===== config.mk =====
export PLATFORM = sky130hd
export DESIGN_NAME = fir_tap_mult
export DESIGN_NICKNAME = d
export VERILOG_FILES = /design/src/rtl/fir_pkg.sv /design/src/rtl/fir_mult.sv /design/src/rtl/fir_tap_mult.sv
export SDC_FILE = /design/constraint.sdc
export NUM_CORES = 2
export LEC_CHECK = 0
export ABC_AREA = 1
export BUFFER_PORTS_ARGS = -buffer_cell sky130_fd_sc_hd__buf_2
export CORE_ASPECT_RATIO = 1.1
export CORE_MARGIN = 5
export CORE_UTILIZATION = 55
export CTS_BUF_LIST = sky130_fd_sc_hd__clkbuf_8 sky130_fd_sc_hd__clkbuf_16
export CTS_CLUSTER_DIAMETER = 120
export DETAILED_ROUTE_END_ITERATION = 12
export PLACE_DENSITY = 0.77
export SYNTH_ARGS = -nofsm -noshare
export SYNTH_HDL_FRONTEND = slang
export SYNTH_SLANG_ARGS = --single-unit

===== constraint.sdc =====
create_clock -name clk -period 25.3 [get_ports clk]
set_input_delay 5.06 -clock clk [delete_from_list [all_inputs] [get_ports clk]]
set_output_delay 5.06 -clock clk [all_outputs]
set_load 0.01 [all_outputs]

===== src/rtl/fir_pkg.sv =====
// Shared constants for the FIR front half: default sample, product and tap sizes.
package fir_pkg;

  localparam int unsigned FIR_DW   = 16;
  localparam int unsigned FIR_N    = 32;
  localparam int unsigned FIR_TAPS = 4;

  // Products must be exactly double width so that no multiply ever overflows.
  function automatic bit fir_widths_ok(input int unsigned dw, input int unsigned n);
    return n == 2 * dw;
  endfunction

endpackage


===== src/rtl/fir_mult.sv =====
// Combinational signed DW x DW multiply producing the full-precision N-bit product.
module fir_mult
  import fir_pkg::*;
#(
  parameter int unsigned DW = FIR_DW,
  parameter int unsigned N  = FIR_N
) (
  input  logic signed [DW-1:0] a,
  input  logic signed [DW-1:0] b,
  output logic signed [N-1:0]  prod_c
);

  // Sign-extend both operands first so the N-bit product is exact.
  assign prod_c = N'(a) * N'(b);

endmodule


===== src/rtl/fir_tap_mult.sv =====
// FIR front half: sample delay line, loadable coefficient bank and one registered
// multiply per tap, with a whole-pipeline valid/ready stall.
module fir_tap_mult
  import fir_pkg::*;
#(
  parameter int unsigned DW   = FIR_DW,
  parameter int unsigned N    = FIR_N,
  parameter int unsigned TAPS = FIR_TAPS
) (
  input  logic                      clk,
  input  logic                      rst,
  input  logic                      in_valid,
  output logic                      in_ready,
  input  logic signed [DW-1:0]      x_in,
  input  logic                      coef_we,
  input  logic [$clog2(TAPS)-1:0]   coef_addr,
  input  logic signed [DW-1:0]      coef_data,
  output logic                      out_valid,
  input  logic                      out_ready,
  output logic [TAPS*N-1:0]         prod_out
);

  if (!fir_widths_ok(DW, N)) begin : g_bad_width
    $error("fir_tap_mult: N must equal 2*DW");
  end
  if (TAPS < 2) begin : g_bad_taps
    $error("fir_tap_mult: TAPS must be at least 2");
  end

  logic                 adv_c;
  logic                 tap_valid;
  logic signed [DW-1:0] tap  [TAPS];
  logic signed [DW-1:0] coef [TAPS];
  logic [TAPS*N-1:0]    prod_c;

  // Both stages move together; a full, unconsumed output freezes everything.
  assign adv_c    = !out_valid || out_ready;
  assign in_ready = adv_c;

  // Delay line: shifts only when a sample is actually accepted.
  always_ff @(posedge clk or posedge rst) begin
    if (rst) begin
      for (int unsigned k = 0; k < TAPS; k++) tap[k] <= '0;
      tap_valid <= 1'b0;
    end else if (adv_c) begin
      tap_valid <= in_valid;
      if (in_valid) begin
        tap[0] <= x_in;
        for (int unsigned k = 1; k < TAPS; k++) tap[k] <= tap[k-1];
      end
    end
  end

  // Coefficient bank: writable at any time, out-of-range addresses dropped.
  always_ff @(posedge clk or posedge rst) begin
    if (rst) begin
      for (int unsigned k = 0; k < TAPS; k++) coef[k] <= '0;
    end else if (coef_we && (32'(coef_addr) < TAPS)) begin
      coef[coef_addr] <= coef_data;
    end
  end

  for (genvar k = 0; k < TAPS; k++) begin : g_tap
    fir_mult #(
      .DW(DW),
      .N (N)
    ) u_mult (
      .a     (tap[k]),
      .b     (coef[k]),
      .prod_c(prod_c[k*N +: N])
    );
  end

  // Product register; holds together with out_valid while stalled.
  always_ff @(posedge clk or posedge rst) begin
    if (rst) begin
      prod_out  <= '0;
      out_valid <= 1'b0;
    end else if (adv_c) begin
      prod_out  <= prod_c;
      out_valid <= tap_valid;
    end
  end

endmodule


; Yosys cells after proc, flatten, opt, wreduce, memory -nomap -nowiden
; Index checks and enable logic that the tools add are counted.
[totals]
inputBits = 39
out_inout_bits = 130
reg_bits = 258
wordCells = 25
[op_classes]
order_cmp = 2
bitwise_logic = 1
n_mul = 4
muxes = 3
n_reduce_logical = 4
[op_table]
columns = cell, n
row1 = $mul A16 B16 Y32, 4
row2 = $bwmux W64, 1
row3 = $demux W16 S2, 1
row4 = $mux W16, 1
row5 = $ge A3 B3 Y1 const B, 1
row6 = $lt A3 B1 Y1 const B, 1
row7 = $not A2 Y3, 1
row8 = $reduce_and A2 Y1, 1
row9 = $logic_and A1 B1 Y1, 1
row10 = $logic_not A1 Y1, 1
row11 = $logic_or A1 B1 Y1, 1

; Longest topological paths before layout
[depth]
depth_word = 6
ltp_mapped = 29
depth_no_buf = 27

; Modules after synthesis
; A second synthesis with hierarchy kept.
[unflattened]
cells_unflattened = 7007
area_unflattened_um2 = 53654.0
[modules_own_cells]
columns = module, instances, seq_area_each_um2, cells_per_inst, area_per_inst_um2
row1 = fir_mult at g_tap[1].u_mult ..., 2, 0.0, 1468, 10837.9
row2 = fir_mult at g_tap[0].u_mult, 1, 0.0, 1487, 10920.5
row3 = fir_mult at g_tap[3].u_mult, 1, 0.0, 1462, 10825.4
row4 = fir_tap_mult, 1, 6456.2, 1122, 10232.3

; Worst setup path before layout
; No wires, ideal clock.
[synth_path]
path_kind = in2out
startpoint = input out_ready
endpoint = output in_ready
path_slack_ns = 14.553
cell_stages = 4
n_path_buf = 2
arrival_time_ns = 5.687
cell_sequence = nor2_4 -> inv_2 -> clkbuf_1 -> clkbuf_1
[synth_between]
elab_chain_cells = 1
[synth_lines]
columns = element, line_no
row1 = from (decl), fir_tap_mult.sv:19  ; input logic out_ready,
row2 = $logic_or A1 B1 Y1, fir_tap_mult.sv:37  ; assign adv_c = !out_valid || out_ready;
row3 = to (decl), fir_tap_mult.sv:13  ; output logic in_ready,
; No other way between the ends.

; Worst setup path in the final report
; Same ends and word-level chain as after synthesis.

==> impl_metrics.tcl <==
set metrics [dict create \
    run_status "completed" \
    drt_iter0_markers 3181 \
    die_width_um 305 \
    max_cap_violations 0 \
    cp.required_ps 20240 \
    antenna_cells 0 \
    multi_input_area_sq_mm 0.0376 \
    core_sq_mm 0.0954 \
    setup_viol 0 \
    grt_pass1_wl_um 229000 \
    yosysTopAreaCellShare_pct 39.8 \
    post_synth_num_cell_types 37 \
    synthArstFlopShare_pct 100 \
    track_usage_pct 27.7 \
    clkSlewWorstSetupHoldPaths_ps 60 \
    drc 0 \
    finalNetCount 8162 \
    gp_congestion 0.932 \
    hold_path.class "reg -> reg" \
    synth_nets 8247 \
    die_h_um 335 \
    hold_depth 2 \
    start_util_pct 55.2 \
    grt_max_degree 104 \
    drv_slew 0 \
    fill_cells 8398 \
    insertion_delay_ps 600 \
    hp-start "tap_valid" \
    cts_made_buffers 34 \
    endpoint_kind "output pin" \
    crit_start "out_ready" \
    area_growth_pct 4.82 \
    ys_seq_area_share_pct 12.3 \
    root_buffer "clkbuf_16" \
    drt-pass1-iter-count 6 \
    cp-start-kind "primary input" \
    ys.flop_type "dfrtp_1" \
    num_io_pins 169 \
    cts_tree "done" \
    rows 119 \
    yosys_warnings 0 \
    critical_path_class "in -> out" \
    grt_pass1_vias 44800 \
    regArea_sq_mm 0.00646 \
    yosys-top-cells-area "fa_1 40%, inv_1 14%, nand2_1 14%" \
    ant_nets 0 \
    vias_per_cell 5.21 \
    antenna_found_initial 3 \
    min_period_ps 11100 \
    yosysMostFrequentCell "inv_1" \
    r2r_cells 20 \
    synth_edf_count 0 \
    cp_max_fo 51 \
    syn-cell-area_sq_mm 0.0527 \
    rsz0062_at_grt "no" \
    num_vias 41900 \
    grt_overflow_total 0 \
    period_share_pct 43.9 \
    worstPathArrival_ps 6040 \
    setup_tns_ps 0 \
    drt-wirelength-per-cell_um 17.1 \
    synth_common_cells "1985 x inv_1, 1967 x nand2_1, 1048 x fa_1, 328 x ha_1, 283 x clkbuf_1" \
    clock_skew_ps 43.7 \
    slew_headroom_pct 20.8 \
    syn_inst 6832 \
    post-cts-setup-buffer-count 0 \
    hold_viol 0 \
    htree_levels 2 \
    avgSynthCellArea_sq_um 7.71 \
    cts_sinks 258 \
    tightest_slew_ps 1180 \
    drive_gt1_share_pct 4.92 \
    ys_seq_elements 258 \
    port_buffers 168 \
    holdBufCountCts 0 \
    routed_wl_um 137000 \
    r2r_slack_ps 18670 \
    post-route-util_pct 57.9 \
    netlist.top_cell.by_area "fa_1" \
    timing.fmax_ghz 0.0901 \
    reg2reg_from "tap[31]" \
    ctsResizeCount 0 \
    cts_buffer_depth 3 \
    place_hpwl_um 111000 \
    die_area_sq_mm 0.102 \
]
[metal layers]
metal	vias up	part of all wire (%)	GRT usage [%]
li1	19200	-	-
met1	20600	39	35.6
met2	1663	49	47.2
met3	423	8.4	5.88
met4	6	3.8	8.89
met5	-	0.084	0.651
[final cells by class]
type / count / share of cell area (%)
timing repair buffer: 182 / 1.71
clock buffer: 36 / 1.59
tap: 1270 / 2.88
multi-input combinational: 4279 / 68.1
sequential: 258 / 11.7
inverter: 1992 / 13.6
clock inverter: 23 / 0.492
[cells in the final DEF, fill, tap and decap left out, types with 8 or more instances in the layout]
master | Yosys | routed
xor2_1 | 8 | 8
nand2_1 | 1967 | 1966
fa_1 | 1048 | 1048
buf_2 | 14 | 168
dfrtp_1 | 258 | 258
xnor2_1 | 34 | 34
inv_1 | 1985 | 1987
ha_1 | 328 | 328
nand4_1 | 56 | 56
nor3_2 | 9 | 9
a31oi_1 | 8 | 8
nand3_1 | 185 | 185
or2_2 | 10 | 10
nand3b_1 | 15 | 15
a21oi_1 | 111 | 111
nor3_1 | 18 | 18
buf_4 | 2 | 14
o21ai_0 | 146 | 146
o21ai_1 | 14 | 14
nor2_2 | 16 | 16
clkbuf_16 | 0 | 34
o21bai_1 | 24 | 24
mux2_2 | 26 | 26
nand2_2 | 8 | 8
nor2_1 | 211 | 211
[kinds of logic (layout without fill, tap and decap cells)]
| kind of cell | count (synthesis) | after routing | synth area share [%] |
|---|---|---|---|
| AOI/OAI and AO/OA | 325 | 325 | 3.35 |
| and+or+nand+nor | 2510 | 2510 | 19.1 |
| DFF | 258 | 258 | 12.3 |
| xor gates and xnor gates | 42 | 42 | 0.698 |
| adders and majority gates | 1376 | 1376 | 47.6 |
| muxes | 26 | 26 | 0.556 |
| buffers and inverters | 2295 | 2233 | 16.4 |
[worst max-delay path, stage by stage]
cell and delay (ps):
buf_2 100, nor2_4 60, inv_4 430, buf_2 260
[worst paths after layout]
kind,to
min in group asynchronous,prod_out[99]
worst min-delay path,out_valid
max in group asynchronous,prod_out[62]
worst max-delay path,in_ready
worst max register to register,prod_out[95]
worst min register to register,out_valid
[metrics by stage]
stage	hold WS, ps	worst slack, ps	instance area [sq um]	instances
after floorplan	423	13140	52700	6832
after global placement	450	14210	54100	7981
after detailed placement	447	14220	54100	7981
after CTS	465	14220	55200	8040
after global routing	488	14190	55200	8040
final	471	14200	55200	8040
[flip-flops by register name, indices dropped and copies added (netlist names)]
| name | flops |
|---|---|
| prod_out | 128 |
| tap | 64 |
| tap_valid | 1 |
| out_valid | 1 |
| coef | 64 |
Power is left out: the tool's default activity adds up to more than one toggle a clock period on the data nets, which glitch-free logic cannot reach.
